==> src/rtl/uart_json_rx.sv <==
// uart_json_rx: oversampled 8N1 UART receiver followed by a small JSON
// scanner that extracts the decimal value of key "T" from {...} frames.
// Raw bytes are exposed alongside the decoded command for loopback checks.
module uart_json_rx #(
    parameter int CLK_FREQ   = 50_000_000,
    parameter int BAUD       = 115200,
    parameter int OVERSAMPLE = 16,
    parameter int MAX_FRAME  = 64
) (
    input  logic        clk,
    input  logic        rst,
    input  logic        rx,
    output logic [7:0]  rx_byte,
    output logic        rx_byte_valid,
    output logic        frame_err,
    output logic [15:0] cmd_t,
    output logic        cmd_valid,
    output logic        parse_err,
    output logic        busy
);

    // Rounded divider from system clock to oversample tick.
    localparam int DIV   = (CLK_FREQ + (BAUD * OVERSAMPLE) / 2) / (BAUD * OVERSAMPLE);
    localparam int DIV_W = (DIV > 1) ? $clog2(DIV) : 1;
    localparam int OS_W  = $clog2(OVERSAMPLE);
    localparam int BC_W  = $clog2(MAX_FRAME + 1);

    localparam logic [DIV_W-1:0] DIV_LAST  = DIV_W'(DIV - 1);
    localparam logic [OS_W-1:0]  OS_LAST   = OS_W'(OVERSAMPLE - 1);
    localparam logic [OS_W-1:0]  OS_HALF   = OS_W'(OVERSAMPLE / 2 - 1);
    localparam logic [BC_W-1:0]  FRAME_LIM = BC_W'(MAX_FRAME);

    localparam logic [7:0] CH_LBRACE = 8'h7B;
    localparam logic [7:0] CH_RBRACE = 8'h7D;
    localparam logic [7:0] CH_QUOTE  = 8'h22;
    localparam logic [7:0] CH_COMMA  = 8'h2C;
    localparam logic [7:0] CH_ZERO   = 8'h30;
    localparam logic [7:0] CH_NINE   = 8'h39;

    // Key pattern "T": matched one character at a time.
    localparam logic [7:0] KEY [4] = '{8'h22, 8'h54, 8'h22, 8'h3A};

    typedef enum logic [2:0] {
        R_IDLE,
        R_START,
        R_DATA,
        R_STOP,
        R_WAIT
    } r_state_t;

    typedef enum logic [1:0] {
        P_IDLE,
        P_SCAN,
        P_NUM
    } p_state_t;

    // ------------------------------------------------------------------
    // Synchroniser and edge detect
    // ------------------------------------------------------------------
    logic rx_s1_q, rx_s2_q, rx_prev_q;

    // Two-flop synchroniser plus one history flop for the falling edge.
    always_ff @(posedge clk or posedge rst) begin
        if (rst) begin
            rx_s1_q   <= 1'b1;
            rx_s2_q   <= 1'b1;
            rx_prev_q <= 1'b1;
        end else begin
            rx_s1_q   <= rx;
            rx_s2_q   <= rx_s1_q;
            rx_prev_q <= rx_s2_q;
        end
    end

    r_state_t r_state_q, r_state_d;
    logic     start_edge;

    assign start_edge = (r_state_q == R_IDLE) && rx_prev_q && !rx_s2_q;

    // ------------------------------------------------------------------
    // Tick generator
    // ------------------------------------------------------------------
    logic [DIV_W-1:0] div_cnt_q, div_cnt_d;
    logic             tick;

    assign tick = (div_cnt_q == DIV_LAST);

    // Free-running divider, re-phased to the start edge so sampling is centred.
    always_comb begin
        div_cnt_d = div_cnt_q + 1'b1;
        if (tick || start_edge) begin
            div_cnt_d = '0;
        end
    end

    // ------------------------------------------------------------------
    // Receiver FSM
    // ------------------------------------------------------------------
    logic [OS_W-1:0] os_cnt_q, os_cnt_d;
    logic [2:0]      bit_cnt_q, bit_cnt_d;
    logic [7:0]      shift_q, shift_d;
    logic [7:0]      rx_byte_q, rx_byte_d;
    logic            rx_byte_valid_q, rx_byte_valid_d;
    logic            frame_err_q, frame_err_d;

    // Receiver next-state: half a bit to the start centre, then full bits.
    always_comb begin
        r_state_d       = r_state_q;
        os_cnt_d        = os_cnt_q;
        bit_cnt_d       = bit_cnt_q;
        shift_d         = shift_q;
        rx_byte_d       = rx_byte_q;
        rx_byte_valid_d = 1'b0;
        frame_err_d     = 1'b0;
        case (r_state_q)
            R_IDLE: begin
                if (start_edge) begin
                    r_state_d = R_START;
                    os_cnt_d  = '0;
                end
            end
            R_START: begin
                if (tick) begin
                    if (os_cnt_q == OS_HALF) begin
                        os_cnt_d  = '0;
                        bit_cnt_d = '0;
                        r_state_d = rx_s2_q ? R_IDLE : R_DATA;
                    end else begin
                        os_cnt_d = os_cnt_q + 1'b1;
                    end
                end
            end
            R_DATA: begin
                if (tick) begin
                    if (os_cnt_q == OS_LAST) begin
                        os_cnt_d = '0;
                        shift_d  = {rx_s2_q, shift_q[7:1]};
                        if (bit_cnt_q == 3'd7) begin
                            r_state_d = R_STOP;
                        end else begin
                            bit_cnt_d = bit_cnt_q + 1'b1;
                        end
                    end else begin
                        os_cnt_d = os_cnt_q + 1'b1;
                    end
                end
            end
            R_STOP: begin
                if (tick) begin
                    if (os_cnt_q == OS_LAST) begin
                        os_cnt_d = '0;
                        if (rx_s2_q) begin
                            rx_byte_d       = shift_q;
                            rx_byte_valid_d = 1'b1;
                            r_state_d       = R_IDLE;
                        end else begin
                            frame_err_d = 1'b1;
                            r_state_d   = R_WAIT;
                        end
                    end else begin
                        os_cnt_d = os_cnt_q + 1'b1;
                    end
                end
            end
            R_WAIT: begin
                if (rx_s2_q) begin
                    r_state_d = R_IDLE;
                end
            end
            default: r_state_d = R_IDLE;
        endcase
    end

    // Receiver state and tick counters.
    always_ff @(posedge clk or posedge rst) begin
        if (rst) begin
            r_state_q       <= R_IDLE;
            div_cnt_q       <= '0;
            os_cnt_q        <= '0;
            bit_cnt_q       <= '0;
            shift_q         <= '0;
            rx_byte_q       <= '0;
            rx_byte_valid_q <= 1'b0;
            frame_err_q     <= 1'b0;
        end else begin
            r_state_q       <= r_state_d;
            div_cnt_q       <= div_cnt_d;
            os_cnt_q        <= os_cnt_d;
            bit_cnt_q       <= bit_cnt_d;
            shift_q         <= shift_d;
            rx_byte_q       <= rx_byte_d;
            rx_byte_valid_q <= rx_byte_valid_d;
            frame_err_q     <= frame_err_d;
        end
    end

    // ------------------------------------------------------------------
    // Parser FSM (consumes the registered byte strobe)
    // ------------------------------------------------------------------
    p_state_t        p_state_q, p_state_d;
    logic [1:0]      match_q, match_d;
    logic [BC_W-1:0] byte_cnt_q, byte_cnt_d, byte_cnt_inc;
    logic            found_q, found_d;
    logic            ndig_q, ndig_d;
    logic [15:0]     acc_q, acc_d;
    logic [15:0]     latched_q, latched_d;
    logic [15:0]     cmd_t_q, cmd_t_d;
    logic            cmd_valid_q, cmd_valid_d;
    logic            parse_err_q, parse_err_d;
    logic [19:0]     acc_ext, acc_new;
    logic            is_digit;
    logic            p_done;
    logic [3:0]      key_hit;

    genvar gi;
    generate
        for (gi = 0; gi < 4; gi++) begin : g_key
            assign key_hit[gi] = (rx_byte_q == KEY[gi]);
        end
    endgenerate

    assign is_digit     = (rx_byte_q >= CH_ZERO) && (rx_byte_q <= CH_NINE);
    assign acc_ext      = {4'b0, acc_q};
    assign acc_new      = (acc_ext << 3) + (acc_ext << 1) + {16'b0, rx_byte_q[3:0]};
    assign byte_cnt_inc = byte_cnt_q + 1'b1;

    // Parser next-state: brace framing, key matcher, decimal accumulator.
    always_comb begin
        p_state_d   = p_state_q;
        match_d     = match_q;
        byte_cnt_d  = byte_cnt_q;
        found_d     = found_q;
        ndig_d      = ndig_q;
        acc_d       = acc_q;
        latched_d   = latched_q;
        cmd_t_d     = cmd_t_q;
        cmd_valid_d = 1'b0;
        parse_err_d = 1'b0;
        p_done      = 1'b0;
        if (rx_byte_valid_q) begin
            if (rx_byte_q == CH_LBRACE) begin
                // A new '{' always (re)starts a frame, discarding any partial one.
                p_state_d  = P_SCAN;
                byte_cnt_d = BC_W'(1);
                found_d    = 1'b0;
                ndig_d     = 1'b0;
                acc_d      = '0;
                match_d    = '0;
            end else if (p_state_q != P_IDLE) begin
                byte_cnt_d = byte_cnt_inc;
                if (p_state_q == P_SCAN) begin
                    if (rx_byte_q == CH_RBRACE) begin
                        p_done    = 1'b1;
                        p_state_d = P_IDLE;
                        if (found_q) begin
                            cmd_t_d     = latched_q;
                            cmd_valid_d = 1'b1;
                        end else begin
                            parse_err_d = 1'b1;
                        end
                    end else if (key_hit[match_q]) begin
                        if (match_q == 2'd3) begin
                            p_state_d = P_NUM;
                            acc_d     = '0;
                            ndig_d    = 1'b0;
                            match_d   = '0;
                        end else begin
                            match_d = match_q + 1'b1;
                        end
                    end else begin
                        match_d = (rx_byte_q == CH_QUOTE) ? 2'd1 : 2'd0;
                    end
                end else begin
                    if (is_digit) begin
                        if (acc_new > 20'd65535) begin
                            p_done      = 1'b1;
                            parse_err_d = 1'b1;
                            p_state_d   = P_IDLE;
                        end else begin
                            acc_d  = acc_new[15:0];
                            ndig_d = 1'b1;
                        end
                    end else if ((rx_byte_q == CH_COMMA) && ndig_q) begin
                        found_d   = 1'b1;
                        latched_d = acc_q;
                        match_d   = '0;
                        p_state_d = P_SCAN;
                    end else if ((rx_byte_q == CH_RBRACE) && ndig_q) begin
                        p_done      = 1'b1;
                        cmd_t_d     = acc_q;
                        cmd_valid_d = 1'b1;
                        p_state_d   = P_IDLE;
                    end else begin
                        p_done      = 1'b1;
                        parse_err_d = 1'b1;
                        p_state_d   = P_IDLE;
                    end
                end
                // Runaway frame: the limit is reached without a closing brace.
                if (!p_done && (byte_cnt_inc >= FRAME_LIM)) begin
                    parse_err_d = 1'b1;
                    p_state_d   = P_IDLE;
                end
            end
        end
    end

    // Parser state and registered result strobes.
    always_ff @(posedge clk or posedge rst) begin
        if (rst) begin
            p_state_q   <= P_IDLE;
            match_q     <= '0;
            byte_cnt_q  <= '0;
            found_q     <= 1'b0;
            ndig_q      <= 1'b0;
            acc_q       <= '0;
            latched_q   <= '0;
            cmd_t_q     <= '0;
            cmd_valid_q <= 1'b0;
            parse_err_q <= 1'b0;
        end else begin
            p_state_q   <= p_state_d;
            match_q     <= match_d;
            byte_cnt_q  <= byte_cnt_d;
            found_q     <= found_d;
            ndig_q      <= ndig_d;
            acc_q       <= acc_d;
            latched_q   <= latched_d;
            cmd_t_q     <= cmd_t_d;
            cmd_valid_q <= cmd_valid_d;
            parse_err_q <= parse_err_d;
        end
    end

    assign rx_byte       = rx_byte_q;
    assign rx_byte_valid = rx_byte_valid_q;
    assign frame_err     = frame_err_q;
    assign cmd_t         = cmd_t_q;
    assign cmd_valid     = cmd_valid_q;
    assign parse_err     = parse_err_q;
    assign busy          = (r_state_q != R_IDLE);

endmodule
==> config.mk <==
export PLATFORM = sky130hd
export DESIGN_NAME = uart_json_rx
export DESIGN_NICKNAME = d
export VERILOG_FILES = /design/src/rtl/uart_json_rx.sv
export SDC_FILE = /design/constraint.sdc
export NUM_CORES = 1
export LEC_CHECK = 0
export ABC_AREA = 1
export CAP_MARGIN = 20
export CORE_AREA = 2 2 110 112
export DETAILED_ROUTE_END_ITERATION = 12
export DIE_AREA = 0 0 112 114
export PLACE_DENSITY = 0.67
export SETUP_SLACK_MARGIN = 0.4
export SLEW_MARGIN = 5
export SYNTH_ARGS = -nofsm -noshare
export SYNTH_HDL_FRONTEND = slang
export SYNTH_SLANG_ARGS = --single-unit
==> constraint.sdc <==
create_clock -name clk -period 7.3 [get_ports clk]
set_input_delay 1.46 -clock clk [delete_from_list [all_inputs] [get_ports clk]]
set_output_delay 1.46 -clock clk [all_outputs]
set_load 0.01 [all_outputs]
**After elaboration in Yosys (flattened, before gate mapping)**

Index checks and enable logic that the tools add are counted.

- Add/subtract/negate cells: 7
- $lt $le $gt $ge: 5
- Eq/ne operators: 41
- Muxes and demuxes: 110
- Bitwise gates (word level): 3
- Reduce and logical (&&, ||, !) cells: 32

Operator list:

| operator | count |
|---|---|
| $mux 16 | 14 |
| $mux 1 | 51 |
| $mux 3 | 15 |
| $mux 2 | 18 |
| $ne 2x2->1 const B | 13 |
| $eq 8x6->1 const B | 3 |
| $eq 8x7->1 const B | 3 |
| $add 19x17->20 | 1 |
| $add 20x4->20 | 1 |
| $gt 20x16->1 const B | 1 |
| $mux 4 | 5 |
| $pmux 3 s5 | 1 |
| $reduce_and 5->1 | 3 |
| $mux 7 | 2 |
| $pmux 4 s3 | 1 |
| $reduce_and 6->1 | 2 |
| $reduce_bool 3->1 | 4 |
| $ne 5x2->1 const B | 2 |
| $reduce_bool 2->1 | 5 |
| $reduce_and 9->1 | 1 |
| $ge 8x6->1 const B | 1 |
| $le 8x6->1 const B | 1 |
| $ne 2x1->1 const B | 4 |
| $reduce_and 4->1 | 2 |
| other kinds (32) | 44 |

- Register bits: 99
- Input bits: 3
- Output and inout port bits: 29
- Word-level logic and storage cells: 219

**Depth between registers and ports, before layout**

- Word-level depth: 15
- Depth in mapped cells: 20
- Mapped depth without buffers: 20

**Worst setup path before layout**

Ideal clock, no wire load.

- Path kind: reg2reg
- Start point: register rx_byte_q[3] (netlist: rx_byte[3])
- End point: register acc_q[15]
- Setup time: 117 ps
- Data arrival time: 2753 ps
- Required time: 7183 ps
- Setup slack: 4431 ps
- Stages on the path, launching flop included: 21
- Buffers on the path: 1
- Clock period less this slack: 2869 ps
- Cell sequence: dfrtp_1 -> inv_2 -> fa_1 -> inv_1 -> fa_1 -> nand2_1 -> nand2_1 -> nand3b_2 -> nand2_2 -> nand2_1 -> nand2_1 -> nand2_1 -> nand2_1 -> nor2_2 -> and2_1 -> nand2_1 -> nand2_2 -> nand3_4 -> buf_6 -> nand2_1 -> nand2_1

- Cells in the longest elaborated chain, start to end: 6
- Elaborated cells on any way between the ends: 24
- Those cells by class: 1 x add/sub; 3 x order compare; 9 x eq/ne; 7 x mux; 4 x reduce/logical

Ends and longest elaborated chain:

| element | line | text |
|---|---|---|
| start, declared | 102 | `logic [7:0] rx_byte_q, rx_byte_d;` |
| start signal, assigned | 191 | `rx_byte_q <= rx_byte_d;` |
| parallel branches: the longest is 6 deep, another holds $add 20x4->20 | -- |  |
| end signal, assigned | 316 | `acc_q <= '0;` |
| end signal, assigned | 327 | `acc_q <= acc_d;` |
| end, declared | 205 | `logic [15:0] acc_q, acc_d;` |

Several ways; the timed one is not identified. The select of a mux whose other input is x is not followed.
A chain may end at the register's enable or synchronous reset.

**Worst setup path after layout**

- Start point: register r_state_q[2]
- End point: output port busy

- Cells in the longest elaborated chain, start to end: 1

Ends and longest elaborated chain:

| element | line | text |
|---|---|---|
| start, declared | 75 | `r_state_t r_state_q, r_state_d;` |
| start signal, assigned | 186 | `r_state_q <= r_state_d;` |
| $reduce_bool 3->1 | 341 | `assign busy = (r_state_q != R_IDLE);` |
| end, declared | 19 | `output logic busy` |

No other way between the ends.

==> impl_metrics.csv <==
group,metric,value,unit
outcome,status,"completed",
drt,wl_met2,5083,microns
place,gp_congestion,0.8607,
sta,final.period_utilization,0.4473,
sta,rsz0062_at_grt,"no",
drt,drt_iter0_markers,272,
floorplanning,initial_core_util,0.4815,
critical_path,worstSetupEndpointType,"primary output",
critical_path,reg2reg_from,"rx_byte[3]$_DFFE_PP0P_",
pwr,p_clk_frac,0.398,
worst_hold_path,hold_end,"rx_s2_q$_DFF_PP1_",
finish,nets,784,
critical_path,cp_max_fo,7,
clock_network,cts_hold_buffers,0,
sta,worstMarginPinSlew,0.8828,ns
floorplanning,dieHeight,114,microns
floorplanning,die_w,112,microns
global_route,grt_overflow,0,
sta,slew-limit-headroom,0.4115,
global_route,grt_pass1_vias,4275,
clock_network,clk_pin_slew,0.06,ns
floorplanning,core.rowCount,40,
yosys,synth_area_leaders,"dfrtp_1 43%, nand2_1 15%, ha_1 8.4%",
critical_path,worstReg2RegEnd,"acc_q[4]$_DFFE_PP0P_",
clock_network,ctsHtreeMaxLevel,3,
yosys,synth-seq-area-share,0.4400,
critical_path,r2r_cells,17,
finish,final_cell_mix,"219 x nand2_1, 96 x dfrtp_1, 86 x inv_1",
yosys,synth_warnings,0,
floorplanning,coreArea,11710,sq um
pwr,pwr-share-comb,0.128,
drt,drtPass1Iterations,5,
drt,dr_wl_met3,292,microns
place,dpl.cell_count,877,
pwr,ir_worst_vdd,0.0001476,V
finish,synthToLayoutAreaGrowth,13.29,%
yosys,ys_ff_latch,99,
drt,drc,0,
drt,vias,4460,
floorplanning,dieArea,12770,sq um
critical_path,start_kind,"flip-flop",
flow_run,drv_cap,0,
critical_path,worstPathArrival,1.81,ns
worst_hold_path,hp-class,"reg2reg",
drt,wl,11330,microns
drt,viasPerCell,5.000,
drt,ant_nets,0,
clock_network,cts_buffers,9,
sta,skew,0.006332,ns
drt,wl_per_cell,12.70,microns
sta,fmax,0.3062,GHz
clock_network,cts_root_buf,"clkbuf_16",
drt,topRoutingLayerUsed,"met4",
worst_hold_path,hold_depth,0,
pwr,p_int,0.9540,mW
clock_network,cts_tree,"built",
sta,totalNegativeSetupSlack,0,ns
yosys,yosysTopAreaCell,"dfrtp_1",
global_route,antenna_found_initial,0,
worst_hold_path,hold_start,"rx_s1_q$_DFF_PP1_",
yosys,syn_avg_cell_area,7.931,sq um
critical_path,rrSetupSlack,4.10,ns
critical_path,path_class,"reg2out",
finish,fin_area,6389,sq um
global_route,grt_pass1_wl,19530,microns
place,port_buffers,31,
sta,fin_crit,3.265,ns
finish,fin_cells,892,
global_route,grt_max_degree,71,
yosys,synth.distinct_cells,41,
finish,drive_above_1_share,0.06309,
pwr,power_frac_seq,0.474,
sta,drv_slew,0,
yosys,syn_inst,711,
yosys,syn_area,5639,sq um
finish,layout_commonest_cell,"nand2_1",
clock_network,clock_path_buffers,2,
sta,setup_viol,0,
pwr,power_density,200.1,nW/um^2
finish,antennaDiodeCount,0,
place,hpwl,8439,microns
yosys,synth_nets,754,
floorplanning,ios,32,
pwr,swShare,0.2539,
sta,finalHoldViolCount,0,
global_route,track_usage,0.1870,
yosys,synth.top_cell.area_share,0.4260,
clock_network,clk_latency,0.35,ns
pwr,p_sw,0.3246,mW
drt,met1_length,5770,microns
pwr,leakagePower,3.386,nW
critical_path,critPathRequiredTime,5.84,ns
place,placed_area,6072,sq um
clock_network,cts_setup_buffers,0,
clock_network,cts_sinks,99,
clock_network,post_cts_resized,0,
-- logic make-up after synthesis --
logic type / synth area share
AND/OR/NAND/NOR: 0.2432
AO/OA/AOI/OAI: 0.1163
buffers and inverters: 0.07322
flip-flops: 0.4400
adder cells (fa/ha/maj): 0.09141
XOR/XNOR: 0.02796
multiplexers: 0.007987
-- sequential cells by signal (all words and copies together), names as in the netlist, 2 cells and up --
name and count:
acc_q 16, cmd_t 16, latched_q 16, rx_byte 8
shift_q 8, byte_cnt_q 7, div_cnt_q 5, os_cnt_q 4
bit_cnt_q 3, r_state_q 3, match_q 2, p_state_q 2
-- worst max-delay path, stage by stage, from the launching register on --
cell,delay (ns)
dfrtp_1,0.44
or2_2,0.34
nor2_1,0.13
inv_1,0.07
clkdlybuf4s50_1,0.48
-- per-stage QoR --
stage               setup WS, ns  utilization  total power, mW  hold slack (ns)
detailed placement         4.133       0.5185           0.7826           0.3475
floorplan                  3.255            -           0.7384           0.3452
finish                     4.035       0.5455            1.279           0.3605
global route               3.843       0.5455            1.343           0.3681
CTS                        4.019       0.5455            1.294           0.3614
global placement           4.185       0.5185           0.7725           0.3526
-- power groups by stage --
| stage | Combinational, mW | Clock [mW] | Sequential (mW) |
|---|---|---|---|
| after floorplan | 0.127 | 0 | 0.611 |
| after global placement | 0.157 | 0 | 0.615 |
| after detailed placement | 0.165 | 0 | 0.617 |
| after CTS | 0.166 | 0.520 | 0.607 |
| after global routing | 0.192 | 0.539 | 0.611 |
| final | 0.163 | 0.509 | 0.607 |
-- layer usage --
layer,up-vias,GRT usage
met4,0,0.06992
met1,2046,0.2616
met5,-,0
met3,12,0.02922
li1,2341,-
met2,61,0.2966
-- worst max path at each step --
stage	endpoint	cells past startpoint	slack, ns	start
floorplan	acc_q[0]$_DFFE_PP0P_	1	3.25	rst
finish	busy	4	4.03	r_state_q[2]$_DFFE_PP0P_
global placement	byte_cnt_q[6]$_DFFE_PP0P_	3	4.19	rst
detailed placement	acc_q[4]$_DFFE_PP0P_	17	4.13	rx_byte[3]$_DFFE_PP0P_
CTS	busy	4	4.02	r_state_q[2]$_DFFE_PP0P_
global route	acc_q[15]$_DFFE_PP0P_	17	3.84	rx_byte[3]$_DFFE_PP0P_
-- Yosys cell counts (all sizes together) --
| master | count |
|---|---|
| nand2 | 225 |
| dfrtp | 96 |
| inv | 89 |
| o21ai | 83 |
| nor2 | 48 |
| ha | 38 |
| nand3 | 28 |
| a21oi | 23 |
| xor2 | 10 |
| nor3 | 9 |
| clkbuf | 8 |
| xnor2 | 8 |
| buf | 6 |
| a31oi | 4 |
| and3 | 4 |
| mux2 | 4 |
| nand4 | 4 |
| dfstp | 3 |
| or2 | 3 |
| a211oi | 2 |
| a22o | 2 |
| fa | 2 |
| nor4 | 2 |
| o22ai | 2 |
| a22oi | 1 |
| and2 | 1 |
| nand3b | 1 |
| o211ai | 1 |
| o21a | 1 |
| o21bai | 1 |
| o311ai | 1 |
| or4 | 1 |
-- final cells by class --
cell class,count,area [sq um]
sequential,99,2481
clock buffer,11,242.7
tap,147,183.9
clock inverter,4,73.82
fill,1114,5323
inverter,89,336.6
timing repair buffer,33,325.3
multi-input combinational,509,2745
Power figures use the tool's default switching activity.
==> RTL edit (config.mk and constraints unchanged) <==
Register the output `rx_byte` once more, cleared by the reset; this adds one clock of latency there. The other outputs are not delayed to match.
--- a/src/rtl/uart_json_rx.sv
+++ b/src/rtl/uart_json_rx.sv
@@ -334,3 +334,9 @@
 
-    assign rx_byte       = rx_byte_q;
+    always_ff @(posedge clk or posedge rst) begin
+        if (rst) begin
+            rx_byte <= '0;
+        end else begin
+            rx_byte <= rx_byte_q;
+        end
+    end
     assign rx_byte_valid = rx_byte_valid_q;
Check against the original RTL: same outputs for any inputs over 10 cycles, from zero or initial values and one cycle with rst high; that may be too few to reach the edited logic, so the function may still have changed.
==> RTL edit against the original RTL <==
Register-to-register slack better by 0.02 ns; synthesized area up 5.1%; critical path type is now reg -> reg; final area up 4.7%; sequential cell count up 8; synthesized cell count up 1.7%; hold slack about the same; power up 0.36%; setup slack better by 0.081 ns; die area unchanged; wire length up 3.0%; first-iteration DRC count up 43%; combinational power down 10%; maximum frequency up 2.6%.
==> RTL edit: results (changes against the original RTL) <==
| Metric | Value |
|---|---|
| Run status | complete, no violations |
| Min-delay src | rx_s1_q |
| M2 GR Usage | 0.320 (+0.0230) |
| Largest net degree at the start of global routing | 59 (-17%) |
| Mapped Nets | 766 (+1.6%) |
| Worst slew margin | 0.479 (+0.0675) |
| Final hold slack | 0.361 ns (+0.000484 ns) |
| Routed wl met2 | 5310 um (+4.5%) |
| DRT iter0 DRCs | 390 (+43%) |
| First-pass GRT wire length | 20,900 um (+6.9%) |
| Family with the most delay on the worst path | simple AND/OR/NAND/NOR gates |
| Mux cell area share after synthesis | 0.0112 (+0.00321) |
| DR vias/cell | 5.17 (+3.3%) |
| DP Worst Slack | 4.13 ns (-0.00618 ns) |
| Synth top area share | 0.439 (+0.0133) |
| Placement-stage cell area | 6370 sq um (+5.0%) |
| Synth Instances | 723 (+1.7%) |
| Routing usage on met1 | 0.267 (+0.00559) |
| Met3 WL | 488 um (+67%) |
| Vias in the first global route | 4,609 (+7.8%) |
| Placed Cells | 890 (+1.5%) |
| Worst r2r src | rx_byte_q[3] |
| Final clock skew | 0.00917 ns (+0.00284 ns) |
| RePlAce Congestion | 0.851 (-1.2%) |
| Fraction of the mapped netlist area in compound gates | 0.121 (+0.00433) |
| Worst reg2reg endpoint | acc_q[13] |
| Post-DR wirelength/cell | 12.9 um (+1.3%) |
| Critical path peak fanout | 14 (+7) |
| Ranking of synthesized cells by area | dfrtp_1 (44%), nand2_1 (13%), ha_1 (8.0%) |
| CP max stage cell | fa_1 |
| Leakage | 3.44 nW (+1.5%) |
| Post-synthesis adder-cell area fraction | 0.0870 (-0.00440) |
| PortBufs | 31 (unchanged) |
| XOR/XNOR Fraction of Synth Area | 0.0251 (-0.00282) |
| Peak VDD IR | 145 uV (-2.0%) |
| DRT met1 WL | 5700 um (-1.2%) |
| Resize count post-CTS | 0 (unchanged) |
| Synth unique cells | 47 (+15%) |
| Crit path DAT | 3.45 ns (+1.64 ns) |
| Global Route met3 Usage | 0.0420 (+0.0128) |
| Seq/Total Area, Yosys | 0.453 (+0.0126) |
| Fraction of layout cells with a size suffix above 1 | 0.0895 (+0.0264) |
| Fin crit period | 3.18 ns (-0.0813 ns) |
| N_diodes | 0 (unchanged) |
| Post-DP HPWL | 8680 um (+2.9%) |
| Fin nets | 798 (+1.8%) |
| Ys Warns | 0 (unchanged) |
| Most frequent cells after synthesis | nand2_1 (199), dfrtp_1 (104), inv_1 (84) |
| Max incr delay on CP | 0.53 ns (+0.05 ns) |
| Total routed wirelength | 11,700 um (+3.0%) |
| CTS clk-pin slew, worst paths | 0.07 ns |
| Global Route Usage Sum | 0.198 (+0.0108) |
## RTL edit: cell count changes in the layout (fill, tap and decap cells not counted), sizes merged, moves of 7 or more
cell,delta
nand2,-19
nor2,+10
nand3,+9
dfrtp,+8
o21ai,+7
## RTL edit: worst max path at each step
stage,cells after the start,slack [ns],from,end
finish,17,4.12,rx_byte_q[3],acc_q[13]
global route,18,3.82,rx_byte_q[3],acc_q[13]
CTS,17,4.10,rx_byte_q[3],acc_q[10]
detailed placement,3,4.13,rst,cmd_valid
global placement,3,4.21,rst,shift_q[1]
floorplan,1,3.03,rst,acc_q[0]
## RTL edit: report_power, final
group	internal [mW]	total, mW	switching [mW]
Combinational	0.0537	0.146	0.0922
Sequential	0.621	0.646	0.0251
Clock	0.269	0.491	0.222
Total	0.944	1.28	0.340
## RTL edit: cell type report
type	instances	area, sq um
fill	1063	5020
clock inverter	7	75.1
tap	147	184
multi-input combinational	511	2830
clock buffer	9	225
inverter	91	344
timing repair buffer	35	348
sequential	107	2680
